===== config.mk =====
export PLATFORM = sky130hd
export DESIGN_NAME = key_sweep_ctrl_flat
export DESIGN_NICKNAME = d
export VERILOG_FILES = /design/src/rtl/key_sweep_pkg.sv /design/src/rtl/key_sweep_ctrl_if.sv /design/src/rtl/hd_popcount17.sv /design/src/rtl/key_sweep_ctrl.sv /design/src/flat_wrapper.sv
export SDC_FILE = /design/constraint.sdc
export NUM_CORES = 1
export LEC_CHECK = 0
export CORE_MARGIN = 2
export CORE_UTILIZATION = 49
export DETAILED_ROUTE_END_ITERATION = 12
export GPL_ROUTABILITY_DRIVEN = 0
export PLACE_DENSITY = 0.81
export SYNTH_ARGS = -nofsm -noshare
export SYNTH_HDL_FRONTEND = slang
export SYNTH_SLANG_ARGS = --single-unit

===== constraint.sdc =====
create_clock -name clk -period 8.1 [get_ports clk]
set_clock_uncertainty 0.2 [all_clocks]
set_input_delay 1.215 -clock clk [delete_from_list [all_inputs] [get_ports clk]]
set_output_delay 1.215 -clock clk [all_outputs]
set_load 0.005 [all_outputs]

===== src/rtl/key_sweep_pkg.sv =====
// Purpose : shared widths, saturation limits and FSM state encoding for the key sweep controller.
// Latency : n/a (types and constants only).
// Backpr. : n/a.
package key_sweep_pkg;

    localparam int KEY_W  = 32;
    localparam int OP_W   = 16;
    localparam int SUM_W  = 17;
    localparam int ERR_W  = 16;
    localparam int FLIP_W = 24;
    localparam int PC_W   = 5;     // popcount of a SUM_W-bit vector fits in 5 bits

    localparam logic [ERR_W-1:0]  ERR_MAX  = '1;
    localparam logic [FLIP_W-1:0] FLIP_MAX = '1;

    typedef enum logic [2:0] {
        ST_IDLE,
        ST_FETCH,
        ST_SETTLE,
        ST_CHECK,
        ST_REPORT
    } state_t;

endpackage


===== src/rtl/key_sweep_ctrl_if.sv =====
// Purpose : key / operand-pair / report handshakes between a sweep driver and key_sweep_ctrl.
// Latency : n/a (wires only).
// Backpr. : each channel is valid/ready; a transfer happens on a cycle where both are high.
// Ports   : key_valid/key_ready/key_i, op_valid/op_ready/op_a_i/op_b_i,
//           rpt_valid/rpt_ready/rpt_key/rpt_err_cnt/rpt_flip_cnt.
interface key_sweep_ctrl_if;
    import key_sweep_pkg::*;

    logic              key_valid;
    logic              key_ready;
    logic [KEY_W-1:0]  key_i;

    logic              op_valid;
    logic              op_ready;
    logic [OP_W-1:0]   op_a_i;
    logic [OP_W-1:0]   op_b_i;

    logic              rpt_valid;
    logic              rpt_ready;
    logic [KEY_W-1:0]  rpt_key;
    logic [ERR_W-1:0]  rpt_err_cnt;
    logic [FLIP_W-1:0] rpt_flip_cnt;

    // Driver side: offers keys and operand pairs, consumes reports.
    modport master (
        output key_valid, key_i, op_valid, op_a_i, op_b_i, rpt_ready,
        input  key_ready, op_ready, rpt_valid, rpt_key, rpt_err_cnt, rpt_flip_cnt
    );

    // Controller side.
    modport slave (
        input  key_valid, key_i, op_valid, op_a_i, op_b_i, rpt_ready,
        output key_ready, op_ready, rpt_valid, rpt_key, rpt_err_cnt, rpt_flip_cnt
    );

endinterface


===== src/rtl/hd_popcount17.sv =====
// Purpose : Hamming weight of the 17-bit sum difference.
// Latency : combinational, 0 cycles.
// Backpr. : none.
// Ports   : diff_i (17b in), cnt_o (5b out).
module hd_popcount17
    import key_sweep_pkg::*;
(
    input  logic [SUM_W-1:0] diff_i,
    output logic [PC_W-1:0]  cnt_o
);

    always_comb begin
        cnt_o = '0;
        for (int i = 0; i < SUM_W; i++) begin
            cnt_o = cnt_o + {{(PC_W-1){1'b0}}, diff_i[i]};
        end
    end

endmodule


===== src/rtl/key_sweep_ctrl.sv =====
// Purpose : applies N_PAIRS operand pairs per candidate key to an external locked adder and
//           reports mismatching pairs and total flipped sum bits.
// Latency : per pair 1 + SETTLE + 1 cycles from operand accept to result sample.
// Backpr. : stalls in FETCH without op_valid; holds report until rpt_ready; abort/rst drop the sweep.
// Ports   : clk, rst, bus (slave handshakes), abort, add1_o/add2_o/keyinput_o to the adder, result_i from it.
module key_sweep_ctrl
    import key_sweep_pkg::*;
#(
    parameter int N_PAIRS = 5000,
    parameter int SETTLE  = 2
) (
    input  logic               clk,
    input  logic               rst,
    key_sweep_ctrl_if.slave    bus,
    input  logic               abort,
    output logic [OP_W-1:0]    add1_o,
    output logic [OP_W-1:0]    add2_o,
    output logic [KEY_W-1:0]   keyinput_o,
    input  logic [SUM_W-1:0]   result_i
);

    state_t             state_q;
    logic [KEY_W-1:0]   key_q;
    logic [OP_W-1:0]    add1_q;
    logic [OP_W-1:0]    add2_q;
    logic [SUM_W-1:0]   golden_q;
    logic [3:0]         settle_cnt_q;
    logic [15:0]        pair_cnt_q;
    logic [ERR_W-1:0]   err_cnt_q;
    logic [FLIP_W-1:0]  flip_cnt_q;
    logic               key_ready_q;
    logic               op_ready_q;
    logic               rpt_valid_q;

    logic [SUM_W-1:0]   diff;
    logic [PC_W-1:0]    diff_pc;
    logic [FLIP_W:0]    flip_sum;
    logic [ERR_W-1:0]   err_cnt_d;
    logic [FLIP_W-1:0]  flip_cnt_d;
    logic               last_pair;

    // Counter updates for the CHECK cycle; both saturate instead of wrapping.
    assign diff       = result_i ^ golden_q;
    assign flip_sum   = {1'b0, flip_cnt_q} + {{(FLIP_W+1-PC_W){1'b0}}, diff_pc};
    assign flip_cnt_d = flip_sum[FLIP_W] ? FLIP_MAX : flip_sum[FLIP_W-1:0];
    assign err_cnt_d  = ((|diff) && (err_cnt_q != ERR_MAX)) ? err_cnt_q + 1'b1 : err_cnt_q;
    assign last_pair  = ({1'b0, pair_cnt_q} + 17'd1) == 17'(N_PAIRS);

    hd_popcount17 u_popcount (
        .diff_i (diff),
        .cnt_o  (diff_pc)
    );

    // Handshake outputs are loaded alongside each state transition, so they are
    // registered decodes of the state with no path from any valid/ready input.
    always_ff @(posedge clk) begin
        if (rst) begin
            state_q      <= ST_IDLE;
            key_q        <= '0;
            add1_q       <= '0;
            add2_q       <= '0;
            golden_q     <= '0;
            settle_cnt_q <= '0;
            pair_cnt_q   <= '0;
            err_cnt_q    <= '0;
            flip_cnt_q   <= '0;
            key_ready_q  <= 1'b1;
            op_ready_q   <= 1'b0;
            rpt_valid_q  <= 1'b0;
        end else if (abort && (state_q != ST_IDLE)) begin
            state_q      <= ST_IDLE;
            settle_cnt_q <= '0;
            pair_cnt_q   <= '0;
            err_cnt_q    <= '0;
            flip_cnt_q   <= '0;
            key_ready_q  <= 1'b1;
            op_ready_q   <= 1'b0;
            rpt_valid_q  <= 1'b0;
        end else begin
            case (state_q)
                ST_IDLE: begin
                    if (bus.key_valid && key_ready_q) begin
                        key_q       <= bus.key_i;
                        pair_cnt_q  <= '0;
                        err_cnt_q   <= '0;
                        flip_cnt_q  <= '0;
                        state_q     <= ST_FETCH;
                        key_ready_q <= 1'b0;
                        op_ready_q  <= 1'b1;
                    end
                end
                ST_FETCH: begin
                    if (bus.op_valid && op_ready_q) begin
                        add1_q       <= bus.op_a_i;
                        add2_q       <= bus.op_b_i;
                        golden_q     <= {1'b0, bus.op_a_i} + {1'b0, bus.op_b_i};
                        settle_cnt_q <= '0;
                        state_q      <= ST_SETTLE;
                        op_ready_q   <= 1'b0;
                    end
                end
                ST_SETTLE: begin
                    if (settle_cnt_q == 4'(SETTLE - 1)) begin
                        state_q <= ST_CHECK;
                    end else begin
                        settle_cnt_q <= settle_cnt_q + 1'b1;
                    end
                end
                ST_CHECK: begin
                    err_cnt_q  <= err_cnt_d;
                    flip_cnt_q <= flip_cnt_d;
                    pair_cnt_q <= pair_cnt_q + 1'b1;
                    if (last_pair) begin
                        state_q     <= ST_REPORT;
                        rpt_valid_q <= 1'b1;
                    end else begin
                        state_q    <= ST_FETCH;
                        op_ready_q <= 1'b1;
                    end
                end
                ST_REPORT: begin
                    if (bus.rpt_ready && rpt_valid_q) begin
                        state_q     <= ST_IDLE;
                        rpt_valid_q <= 1'b0;
                        key_ready_q <= 1'b1;
                    end
                end
                default: begin
                    state_q     <= ST_IDLE;
                    key_ready_q <= 1'b1;
                    op_ready_q  <= 1'b0;
                    rpt_valid_q <= 1'b0;
                end
            endcase
        end
    end

    assign add1_o           = add1_q;
    assign add2_o           = add2_q;
    assign keyinput_o       = key_q;
    assign bus.key_ready    = key_ready_q;
    assign bus.op_ready     = op_ready_q;
    assign bus.rpt_valid    = rpt_valid_q;
    assign bus.rpt_key      = key_q;
    assign bus.rpt_err_cnt  = err_cnt_q;
    assign bus.rpt_flip_cnt = flip_cnt_q;

endmodule

===== src/flat_wrapper.sv =====
// flat-port wrapper written by rule: the top's interface ports become plain ports
module key_sweep_ctrl_flat import key_sweep_pkg::*;
#(
    parameter int N_PAIRS = 5000,
    parameter int SETTLE  = 2
)
  (clk, rst, abort, add1_o, add2_o, keyinput_o, result_i, bus_key_valid, bus_key_i, bus_op_valid, bus_op_a_i, bus_op_b_i, bus_rpt_ready, bus_key_ready, bus_op_ready, bus_rpt_valid, bus_rpt_key, bus_rpt_err_cnt, bus_rpt_flip_cnt);
  key_sweep_ctrl_if bus_i ();
  input  logic clk;
  input  logic rst;
  input  logic abort;
  output logic [OP_W-1:0] add1_o;
  output logic [OP_W-1:0] add2_o;
  output logic [KEY_W-1:0] keyinput_o;
  input  logic [SUM_W-1:0] result_i;
  input wire logic [$bits(bus_i.key_valid)-1:0] bus_key_valid;
  input wire logic [$bits(bus_i.key_i)-1:0] bus_key_i;
  input wire logic [$bits(bus_i.op_valid)-1:0] bus_op_valid;
  input wire logic [$bits(bus_i.op_a_i)-1:0] bus_op_a_i;
  input wire logic [$bits(bus_i.op_b_i)-1:0] bus_op_b_i;
  input wire logic [$bits(bus_i.rpt_ready)-1:0] bus_rpt_ready;
  output wire logic [$bits(bus_i.key_ready)-1:0] bus_key_ready;
  output wire logic [$bits(bus_i.op_ready)-1:0] bus_op_ready;
  output wire logic [$bits(bus_i.rpt_valid)-1:0] bus_rpt_valid;
  output wire logic [$bits(bus_i.rpt_key)-1:0] bus_rpt_key;
  output wire logic [$bits(bus_i.rpt_err_cnt)-1:0] bus_rpt_err_cnt;
  output wire logic [$bits(bus_i.rpt_flip_cnt)-1:0] bus_rpt_flip_cnt;
  assign bus_i.key_valid = bus_key_valid;
  assign bus_i.key_i = bus_key_i;
  assign bus_i.op_valid = bus_op_valid;
  assign bus_i.op_a_i = bus_op_a_i;
  assign bus_i.op_b_i = bus_op_b_i;
  assign bus_i.rpt_ready = bus_rpt_ready;
  assign bus_key_ready = bus_i.key_ready;
  assign bus_op_ready = bus_i.op_ready;
  assign bus_rpt_valid = bus_i.rpt_valid;
  assign bus_rpt_key = bus_i.rpt_key;
  assign bus_rpt_err_cnt = bus_i.rpt_err_cnt;
  assign bus_rpt_flip_cnt = bus_i.rpt_flip_cnt;
  key_sweep_ctrl #(.N_PAIRS(N_PAIRS), .SETTLE(SETTLE)) u_core (.clk(clk), .rst(rst), .bus(bus_i), .abort(abort), .add1_o(add1_o), .add2_o(add2_o), .keyinput_o(keyinput_o), .result_i(result_i));
endmodule

# Word level (Yosys, flattened, before mapping)
# Cells that the tools add are included.
[word_totals] in_bits=87 reg_bits=147 out_inout_bits=139
[classes] reduce_logical=23 n_addsub=22 bitwise_logic=5 n_mux=26 eq_ne=15
[ops] cell="$pmux W16 S2" n=2
[ops] cell="$add A5 B1 Y5" n=12
[ops] cell="$mux W24" n=2
[ops] cell="$pmux W24 S2" n=1
[ops] cell="$add A16 B1 Y16 const B" n=2
[ops] cell="$mux W16" n=2
[ops] cell="$add A24 B5 Y25" n=1
[ops] cell="$reduce_and A3 Y1" n=6
[ops] cell="$add A16 B1 Y17 const B" n=1
[ops] cell="$add A16 B16 Y17" n=1
[ops] cell="$eq A17 B13 Y1 const B" n=1
[ops] cell="$reduce_or A17 Y1" n=1
[ops] cell="$xor A17 B17 Y17" n=1
[ops] cell="$ne A16 B16 Y1 const B" n=1
[ops] cell="$mux W3" n=5
[ops] cell="$pmux W3 S5" n=1
[ops] cell="$ne A2 B1 Y1 const B" n=6
[ops] cell="$mux W4" n=2
[ops] cell="$pmux W4 S2" n=1
[ops] cell="$reduce_and A4 Y1" n=2
[ops] cell="$mux W1" n=7
[ops] cell="$eq A3 B2 Y1 const B" n=2
[ops] cell="$pmux W1 S3" n=2
[ops] cell="$reduce_or A3 Y1" n=2
[ops] cell="other kinds (17)" n=27

# Depth between registers and ports, before layout
[depth] depth_word=20 ltp_mapped=17 mapped_depth_nobuf=17

# Modules after synthesis
# A second synthesis with hierarchy kept.
[hier_totals] hier_cells=1027 hier_area_um2=8179.1
[by_module_without_submodules] mod="key_sweep_ctrl" area_each_um2=7793.7 instances=1 cells_each=987
[by_module_without_submodules] mod="hd_popcount17" area_each_um2=385.4 instances=1 cells_each=40

# Least setup slack after synthesis
# Ideal clock, no wire load.
[synth_timing] path_kind="input port to flip-flop" startpoint="input result_i[0]" endpoint="register u_core.flip_cnt_q[21] (netlist: u_core.bus.rpt_flip_cnt[21])" n_path_buf=0 path_slack_ns=1.970 cell_stages=17 arrival_time_ns=5.797 setup_ns=0.133 cell_sequence="xnor2_1 > inv_1 > fa_1 > fa_1 > fa_1 > inv_1 > fa_1 > fa_1 > inv_1 > ha_1 > fa_1 > a21oi_1 > o21ai_0 > a21oi_1 > nor4_2 > nor4b_1 > nor3_1"
[synth_via] elab_chain_cells=20
[synth_rtl] item="start, declared" line_no="flat_wrapper.sv:15" text="input logic [SUM_W-1:0] result_i;"
[synth_rtl] item="$xor A17 B17 Y17" line_no="key_sweep_ctrl.sv:43" text="assign diff = result_i ^ golden_q;"
[synth_rtl] item="$add A1 B1 Y2" line_no="hd_popcount17.sv:15" text="cnt_o = cnt_o + {{(PC_W-1){1'b0}}, diff_i[i]};"
[synth_rtl] item="$add A2 B1 Y3" line_no="hd_popcount17.sv:15"
[synth_rtl] item="$add A3 B1 Y4" line_no="hd_popcount17.sv:15"
[synth_rtl] item="$add A4 B1 Y5" line_no="hd_popcount17.sv:15"
[synth_rtl] item="$add A5 B1 Y5 (12 in a row)" line_no="hd_popcount17.sv:15"
[synth_rtl] item="$add A24 B5 Y25" line_no="key_sweep_ctrl.sv:44" text="assign flip_sum = {1'b0, flip_cnt_q} + {{(FLIP_W+1-PC_W){1'b0}}, diff_pc};"
[synth_rtl] item="$mux W24" line_no="key_sweep_ctrl.sv:45" text="assign flip_cnt_d = flip_sum[FLIP_W] ? FLIP_MAX : flip_sum[FLIP_W-1:0];"
[synth_rtl] item="$pmux W24 S2" line_no="key_sweep_ctrl.sv:80" text="case (state_q)"
[synth_rtl] item="end signal, assigned" line_no="key_sweep_ctrl.sv:111" text="flip_cnt_q <= flip_cnt_d;"
[synth_rtl] item="end, declared" line_no="key_sweep_ctrl.sv:30" text="logic [FLIP_W-1:0] flip_cnt_q;"
# No other way between the ends.
# A chain may end at the register's enable or synchronous reset.

# Worst setup path after layout
[layout_timing] startpoint="input result_i[0]" endpoint="register u_core.flip_cnt_q[17] (netlist: u_core.bus.rpt_flip_cnt[17])"
# Same word-level chain as after synthesis.

==> results.ini <==
[synth]
synth_enable_flop_cells=0
synth.mux.area_fraction=0.00242
yosysWarnings=0
synthCells=1019
synthXorXnorAreaFrac=0.0328
synth_sequential_area_ratio=0.356
synth_adder_area_share=0.0859
synth.lib_cells_used.distinct=77
synth_top_flop_cell=dfxtp_1
synth_area_per_cell_um2=8.12
synth.cell_area_um2=8270
yosys_register_bits=147
synth_top_family_by_area=simple AND/OR/NAND/NOR gates
synth_fp_nets=1155
synth_async_sr_flop_share=0
compound_gate_portion_of_the_synthesized_area=0.207
synth-simple-area-share=0.246

[die]
die_h_um=134
core.rowCount=47
floorplan.initialDensity=0.500
design.die.area_um2=17900
die_x_um=134
top_level_ports=226
core_area_um2=16500

[worst_setup_path]
rr_startpoint=u_core.golden_q[0]
endpoint_kind=flop
family_of_cells_with_the_greatest_summed_delay_on_the_critical_path=adder cells
worst-r2r-cell-count=17
crit_required_ps=8220
arrival_ps=6770
cp_cell_sequence=clkdlybuf4s50_1 -> xnor2_1 -> inv_1 -> fa_1 -> fa_1 -> fa_1 -> inv_1 -> fa_1 -> fa_1 -> inv_1 -> ha_1 -> fa_1 -> a21oi_1 -> o21ai_0 -> a21o_1 -> a21oi_1 -> nand4_1 -> nor3b_1
setup.worst_path.class=primary input to flop
cell_repeated_most_along_the_worst_path=fa_1
critical_path.max_stage_delay_ps=540
setup.reg_to_reg.worst_slack_ps=2330
worst_path_max_delay_cell=fa_1
cp_max_fo=7
critical_path.startpoint_type=primary input
crit_buf_inv=4
crit-reg2reg-capture=u_core.bus.rpt_flip_cnt[17]

[power]
leakagePower_nw=3.82
peakVddDrop_v=0.000207
power.density_nw_per_um2=210

[cts]
cts.htree.levels=4
tritoncts_num_sinks=147
clock-root-buffer=clkbuf_16
cts.reportedPaths.clkPinSlew_ps=60
clockBufferDepth=2
cts.repair.resized=0
cts-buffers-inserted=17
clock_latency_on_the_worst_skew_pair_ps=430
post_cts_hold_buffer_count=0
tritoncts=built
cts_post_setup_buffers_inserted=0

[detailed_routing]
drt-initial-drc-count=529
via_count=8060
remaining_drc_errors=0
drt-vias-per-instance=5.70
first_pass_iters=5
wl_per_cell_um=16.6
final_antenna_net_count=0
drt_wl_total_um=23500

[hold_path]
hold_end=u_core.add2_o[13]
hold_start=u_core.add2_o[13]
min_path_type=flop to flop
hold-path-cell-count=2

[grt]
global_route.usage.total=0.262
grt_first_pass_wirelength_um=38100
antenna_found_initial=1
first_global_vias=7485
grt.overflow.total=0
grt_start_max_net_pins=93

[timing]
finalCriticalPeriod_ps=6650
setup_total_negative_slack_ps=0
max-slew-margin-rel=0.207
fmaxAchievable_mhz=150
max_slew.worst_pin.slew_ps=1180
worst_hold_slack_ps=255
drv_slew=0
layout_setup_ws_ps=1450
report.final.setup_viol=0
final-hold-violation-count=0
grt_setup_unrepaired=no
final.period_utilization=0.821

[placement]
count_of_input_and_output_buffers=225
dp_hpwl_um=17000
place_worst_setup_slack_ps=1020

[layout]
final_layout_size_suffix_gt1_frac=0.0821
area.growth.synth_to_final_pct=32.5
layout.nets=1317
num-fill-cells=1428
antenna_cells=0
postLayoutCoreUtil=0.663

[run_status]
result_of_the_run=complete, no violations

[job]
timing.max_cap.violations=0

-- flip-flops by register name (all words and copies together) (netlist names), 4 cells and up --
signal	flops
u_core.pair_cnt_q	16
u_core.settle_cnt_q	4
u_core.add1_o	16
u_core.bus.rpt_err_cnt	16
u_core.bus.rpt_flip_cnt	24
u_core.bus.rpt_key	32
u_core.add2_o	16
u_core.golden_q	17
-- power breakdown --
group	switching [mW]	internal, mW
registers	0.0395	0.763
clock network	0.332	0.466
logic	0.378	0.319
-- layer usage --
metal	routed length, um	track usage	share of wire
met1	10200	0.350	0.43
met2	11200	0.423	0.48
met3	1740	0.0586	0.074
met4	401	0.0798	0.017
met5	16	0	0.00068
-- tightest hold or removal path: stages, from the launching register on --
cell	delay, ps
dfxtp_1	310
nand2_1	50
a21oi_1	50
-- layout make-up --
class                      count  area, um^2  share of cell area
multi-input combinational    759        4760               0.435
tap                          220         275              0.0251
inverter                      25        93.8             0.00856
sequential                   147        2940               0.269
clock buffer                  19         443              0.0404
clock inverter                13         149              0.0136
timing repair buffer         231        2290               0.209
-- synthesized netlist by cell type (all sizes together), types with 13 or more instances --
cell type | n | area [um^2]
a21oi | 130 | 703
ha | 36 | 450
nand3 | 30 | 155
xnor2 | 17 | 149
clkbuf | 43 | 161
fa | 13 | 260
or3 | 17 | 129
xor2 | 14 | 123
nor2 | 44 | 186
buf | 44 | 315
nand2 | 198 | 743
o21ai | 46 | 272
nor3 | 27 | 135
inv | 25 | 93.8
dfxtp | 147 | 2940
-- logic make-up (layout without fill, tap and decap cells) --
kind of cell,Yosys count,in the layout
adders and majority gates,49,49
buffers and inverters,113,288
and+or+nand+nor,410,410
muxes,2,2
AOI/OAI and AO/OA,267,267
DFF,147,147
xor gates and xnor gates,31,31
-- per-stage QoR --
stage                     power (mW)  cells  cell area (um^2)
after floorplan                 1.27   1019              8270
after global placement          1.50   1382             10400
after detailed placement        1.51   1382             10400
after CTS                       2.31   1414             11000
after global routing            2.42   1414             11000
final                           2.30   1414             11000
-- cell usage in the layout, fill, tap and decap left out, types with 13 or more instances in the layout --
cell type / count
clkbuf_16: 17
xor2_1: 14
dfxtp_1: 147
o21ai_0: 35
nand3_1: 28
a21oi_1: 118
nor3_1: 27
inv_1: 25
clkdlybuf4s50_1: 224
nor2_1: 41
ha_1: 36
nand2_1: 198
xnor2_1: 17
fa_1: 13
-- how the worst max path moves through the flow --
stage                     start                           to  slack (ps)  cells after the start
floorplan           result_i[0]  u_core.bus.rpt_flip_cnt[21]        1970                     17
global placement    result_i[0]  u_core.bus.rpt_flip_cnt[17]        1150                     18
detailed placement  result_i[0]  u_core.bus.rpt_flip_cnt[17]        1020                     18
CTS                 result_i[0]  u_core.bus.rpt_flip_cnt[17]        1470                     18
global route        result_i[1]  u_core.bus.rpt_flip_cnt[17]        1160                     17
finish              result_i[0]  u_core.bus.rpt_flip_cnt[17]        1450                     18
Note: power is estimated with default switching activity, not from simulation.
==> patch 1 (same settings) <==
`FLIP_W`: 24 -> 20.
--- a/src/rtl/key_sweep_pkg.sv
+++ b/src/rtl/key_sweep_pkg.sv
@@ -7,7 +7,7 @@
     localparam int OP_W   = 16;
     localparam int SUM_W  = 17;
     localparam int ERR_W  = 16;
-    localparam int FLIP_W = 24;
+    localparam int FLIP_W = 20;
     localparam int PC_W   = 5;     // popcount of a SUM_W-bit vector fits in 5 bits
 
     localparam logic [ERR_W-1:0]  ERR_MAX  = '1;
Ports: changed (resized bus_rpt_flip_cnt); port bits go from 226 to 222. The function was not compared with the original's and may differ.
==> patch 1 against the unedited design <==
Clock power down 4.5%. Total power down 15%. Wire length down 6.3%. Largest cell class unchanged. Sequential cell count down 4. Cell count down 2.4%. Design area down 3.3%. Setup slack better by 0.23 ns. Synthesized area down 3.6%. Die area down 3.5%. First-iteration DRC count up 9.8%.
==> patch 1: results (changes against the unedited design) <==
The run finished with clean final reports. The total met3 wirelength after detailed routing came to 1.45 mm (-17%). The post-route worst hold slack is 0.253 ns (-0.00256 ns). The path with the worst hold slack has its endpoint at u_core.add1_o[1]$_SDFFE_PP0P_.

The number of antenna violations at the first check in global routing is 0 (-1). The wire length the detailed router placed on met1 came out at 9.55 mm (-6.2%). The global-route track usage on met2 is 39.8% (-2.5 points). The cell-internal power came out at 1390 uW (-10%).

The worst reg-to-reg setup slack is 2.58 ns (+0.25 ns). The synthesized net count is 1,127 (-2.4%). The global routing usage on met3 came to 7.21% (+1.4 points). The prevailing post-synth register cell is sky130_fd_sc_hd__dfxtp_1.

In the post-synthesis netlist, the biggest area contributors are sky130_fd_sc_hd__dfxtp_1 (36%), sky130_fd_sc_hd__nand2_1 (9.0%), sky130_fd_sc_hd__a21oi_1 (7.8%). The xor and xnor area share after synthesis came out at 3.63% (+0.34 points). The count of port buffers added during placement is 221 (-1.8%). The total met2 wirelength after detailed routing came out at 10.4 mm (-6.5%). Counting instances in the post-synthesis netlist gives the leading cell types as sky130_fd_sc_hd__nand2_1 (191), sky130_fd_sc_hd__dfxtp_1 (143), sky130_fd_sc_hd__a21oi_1 (124).

The number of global-route vias before repair came out at 7,029 (-6.1%). The iteration count of the initial detailed-routing pass is 6 (+1). The global-route track usage on met1 came out at 32.6% (-2.4 points). The proportion of synthesized chip area in sequential cells is 35.9% (+0.32 points). The maximum ir drop on the vdd rail came out at 0.166 mV (-20%).

The number of vias per cell came out at 5.59 (-2.0%). The combinational gate power came out at 447 uW (-36%). The cell leakage power came to 0.00384 uW (+0.49%).

The cell area reported after detailed placement is 10,000 um^2 (-3.2%). The HPWL after detailed placement came out at 15.9 mm (-6.6%). The worst hold path begins at u_core.add1_o[1]$_SDFFE_PP0P_. The endpoint identified for the worst register-to-register timing path is u_core.bus.rpt_flip_cnt[11]$_SDFFE_PP0P_.

The headroom to the max-slew limit was 38.9% (+18 points). The post-synthesis adder-cell area fraction was 8.91% (+0.32 points). The sequential power is 745 uW (-7.1%). The post-layout net count is 1,287 (-2.3%). The distinct cell type count of the synthesized netlist came out at 68 (-12%). The fraction of synthesized area in multiplexers is 0.377% (+0.13 points). Signal routing reaches up to met4.

The violation count after the first detailed-route iteration is 581 (+9.8%).
-- patch 1: changes by cell type after synthesis, moves of 5 or more --
| cell | change |
|---|---|
| sky130_fd_sc_hd__a21oi_1 | +6 |
| sky130_fd_sc_hd__a21oi_2 | -5 |
| sky130_fd_sc_hd__a31oi_1 | +9 |
| sky130_fd_sc_hd__and3_1 | +5 |
| sky130_fd_sc_hd__nand2_1 | -7 |
| sky130_fd_sc_hd__nor3b_1 | -5 |
| sky130_fd_sc_hd__nor4_1 | -9 |
| sky130_fd_sc_hd__o21ai_2 | -5 |
-- patch 1: critical path: cells and delay by family --
kind	cells	cell delay [ns]
XOR/XNOR	1	0.20
adder cells (fa/ha/maj)	7	3.20
buffers and inverters	4	0.60
AND/OR/NAND/NOR	1	0.30
AO/OA/AOI/OAI	5	1.00
-- patch 1: per-stage QoR --
stage / utilization, % / worst slack (ns) / total power [uW] / std cells
floorplan: - / 1.92 / 1050 / 991
global placement: 63.1 / 1.32 / 1200 / 1348
detailed placement: 63.1 / 1.25 / 1210 / 1348
CTS: 66.7 / 1.69 / 1970 / 1380
global route: 66.7 / 1.32 / 2050 / 1380
finish: 66.7 / 1.68 / 1950 / 1380
-- patch 1: cell families (layout without fill, tap and decap cells) --
kind of cell	Yosys count	count (layout)
AOI/OAI and AO/OA	264	264
xor gates and xnor gates	33	33
adders and majority gates	49	49
buffers and inverters	111	284
DFF	143	143
muxes	3	3
and+or+nand+nor	388	388
-- patch 1: cell type report --
| cell class | instances | area (um^2) |
|---|---|---|
| well taps | 216 | 270 |
| multi-input cells | 737 | 4550 |
| inverters | 24 | 90.1 |
| repair buffers | 228 | 2260 |
| fillers | 1361 | 5290 |
| clock inverters | 13 | 139 |
| clock buffers | 19 | 433 |
| flip-flops and latches | 143 | 2860 |
==> patch 2 (config.mk and constraints unchanged) <==
Without the edit above. Re-encode `state_t` (5 states) as one-hot, 5 bits wide.
--- a/src/rtl/key_sweep_pkg.sv
+++ b/src/rtl/key_sweep_pkg.sv
@@ -13,12 +13,12 @@
     localparam logic [ERR_W-1:0]  ERR_MAX  = '1;
     localparam logic [FLIP_W-1:0] FLIP_MAX = '1;
 
-    typedef enum logic [2:0] {
-        ST_IDLE,
-        ST_FETCH,
-        ST_SETTLE,
-        ST_CHECK,
-        ST_REPORT
+    typedef enum logic [4:0] {
+        ST_IDLE   = 5'b00001,
+        ST_FETCH  = 5'b00010,
+        ST_SETTLE = 5'b00100,
+        ST_CHECK  = 5'b01000,
+        ST_REPORT = 5'b10000
     } state_t;
 
 endpackage
Formal check against the unedited RTL: no difference found for any inputs over 4 cycles, from zero or initial values and one cycle with rst high; so few cycles prove little.
==> patch 2 against the unedited design <==
Sequential power about the same. Combinational power is 18% lower. Die area decreased by 1.4%. Maximum frequency up 0.23%. Global-route usage down 0.34 points. Worst hold slack lost 0.0016 ns. Wire length shrank 1.6%. Total power down 4.7%. Synthesized area down 1.5%. Design area shrank 0.55%. Sequential cell count is 2 higher. Clock power grew 2.5%. Setup slack improved by 0.015 ns. Largest power group is now the clock network. Highest routed layer is now met4.
==> patch 2: results (changes against the unedited design) <==
The largest fanout on the critical path is 11 (+4). The first-pass GRT wire length is 37.2 mm (-2.4%). The maximum cell stage delay along the critical path is 0.77 ns (+0.23 ns). On the critical path, the stage with the largest delay is an instance of sky130_fd_sc_hd__nor4_1. The distinct cell type count of the synthesized netlist is 64 (-17%). The maximum ir drop on the vdd rail is 0.153 mV (-26%). The post-layout net count is 1,329 (+0.91%). Tracing the worst setup path back leads to its startpoint at result_i[0]. The number of global-route vias before repair came out at 7,431 (-0.72%). The total met3 wirelength after detailed routing is 1.64 mm (-5.5%).

The global routing usage summed across all routing layers came out at 25.8% (-0.34 points). The logic depth of the worst register-to-register path came to 18 (+1). The synthesized net count was 1,163 (+0.69%).

The number of filler cells placed in the layout came to 1,373 (-3.9%). The antenna cell count came out at 0 (unchanged). The top routing layer in use is met4. The detailed-route via count came to 8,132 (+0.89%). The register cell area after layout came out at 2980 um^2 (+1.4%). The global-route track usage on met2 came to 42.5% (+0.18 points). The most critical setup path has its endpoint at u_core.bus.rpt_flip_cnt[4]$_SDFFE_PP0P_.

The iteration count of the initial detailed-routing pass came to 6 (+1). The cell-internal power came out at 1530 uW (-1.2%). The proportion of synthesized chip area in sequential cells is 36.6% (+1.0 points). The global-route track usage on met1 came out at 34.0% (-0.94 points).

The run finished with clean final reports. The setup slack after placement is 1.07 ns (+0.0484 ns). The share of cells above drive strength 1 is 4.89% (-3.3 points). The worst-skew pair later-pin latency was 0.43 ns (about the same). The HPWL after detailed placement came out at 16.7 mm (-1.7%). The global routing usage on met3 is 5.71% (-0.15 points). Yosys attributes the largest share of cell area to sky130_fd_sc_hd__dfxtp_1 (37%), sky130_fd_sc_hd__nand2_1 (8.9%), sky130_fd_sc_hd__a21oi_1 (7.6%).

The smallest setup slack after layout is 1.46 ns (+0.0155 ns). The total met2 wirelength after detailed routing came to 11.2 mm (+0.22%). The violation count after the first detailed-route iteration was 617 (+17%). The cell leakage power was 0.00402 uW (+5.2%).

By count the netlist is led by sky130_fd_sc_hd__nand2_1 (193), sky130_fd_sc_hd__dfxtp_1 (149), sky130_fd_sc_hd__a21oi_1 (123). The wire length the detailed router placed on met1 was 9.90 mm (-2.7%). The part of the total power dissipated in the clock network is 37.4% (+2.7 points). The count of buffers added by post-CTS timing repair for setup is 0 (unchanged).

The number of antenna violations at the first check in global routing came out at 0 (-1). The largest net degree at the start of global routing came to 81 (-13%). In the synthesized netlist the dominant register cell turns out to be sky130_fd_sc_hd__dfxtp_1. The detail-routed net length per standard cell was 16.2 um (-2.5%). The transition time at the pin with the least slew margin came out at 1.14 ns (-0.0361 ns).
## patch 2: changes by cell type after synthesis, moves of 8 or more
cell	delta
sky130_fd_sc_hd__or3_2	-10
sky130_fd_sc_hd__a21oi_2	-11
sky130_fd_sc_hd__nor2_1	+16
sky130_fd_sc_hd__clkbuf_1	+8
sky130_fd_sc_hd__o21ai_0	+12
sky130_fd_sc_hd__a22o_1	+9
sky130_fd_sc_hd__o21ai_2	-11
sky130_fd_sc_hd__a21o_1	+8
## patch 2: cell type report
class	count	area share [%]
Multi-Input combinational cell	763	42.4
Tap cell	220	2.53
Timing Repair Buffer	234	21.2
Sequential cell	149	27.4
Inverter	28	0.965
Clock inverter	15	1.61
Clock buffer	17	3.90
## patch 2: cell families after synthesis
family	share of synthesized area [%]
buf+inv	6.83
flops	36.6
simple gates	23.5
fa+ha+maj	8.72
compound gates	19.9
mux	0.522
xor+xnor	3.87
## patch 2: how the worst min path moves through the flow
| stage | startpoint | endpoint | slack [ns] | depth (start not counted) |
|---|---|---|---|---|
| after floorplan | u_core.golden_q[5]$_SDFFE_PP0P_ | u_core.golden_q[5]$_SDFFE_PP0P_ | 0.24 | 2 |
| after global placement | u_core.add1_o[4]$_SDFFE_PP0P_ | u_core.add1_o[4]$_SDFFE_PP0P_ | 0.24 | 2 |
| after detailed placement | u_core.add2_o[9]$_SDFFE_PP0P_ | u_core.add2_o[9]$_SDFFE_PP0P_ | 0.25 | 2 |
| after CTS | u_core.add2_o[9]$_SDFFE_PP0P_ | u_core.add2_o[9]$_SDFFE_PP0P_ | 0.25 | 2 |
| after global routing | u_core.add2_o[5]$_SDFFE_PP0P_ | u_core.add2_o[5]$_SDFFE_PP0P_ | 0.28 | 2 |
| final | u_core.add2_o[7]$_SDFFE_PP0P_ | u_core.add2_o[7]$_SDFFE_PP0P_ | 0.25 | 2 |
## patch 2: critical path: cells and delay by family
| family | cells | cell delay, ns |
|---|---|---|
| xor gates and xnor gates | 1 | 0.23 |
| and+or+nand+nor | 1 | 0.77 |
| adders and majority gates | 7 | 2.96 |
| buffers and inverters | 5 | 0.82 |
| AOI/OAI and AO/OA | 5 | 0.76 |
## patch 2: power groups by stage
stage | Combinational, uW | Clock, uW | Sequential (uW)
CTS | 573 | 827 | 801
detailed placement | 568 | 0 | 817
global route | 633 | 859 | 805
floorplan | 356 | 0 | 812
finish | 571 | 818 | 800
global placement | 555 | 0 | 815
## patch 2: per-stage QoR
step	instances	power (uW)	area [um^2]	hold WS, ns	util, %
3_3_place_gp	1394	1370	10300	0.241	62.8
5_1_grt	1426	2300	10900	0.276	66.4
6_report	1426	2190	10900	0.254	66.4
3_5_place_dp	1394	1380	10300	0.246	62.8
2_1_floorplan	1027	1170	8150	0.244	-
4_1_cts	1426	2200	10900	0.255	66.4
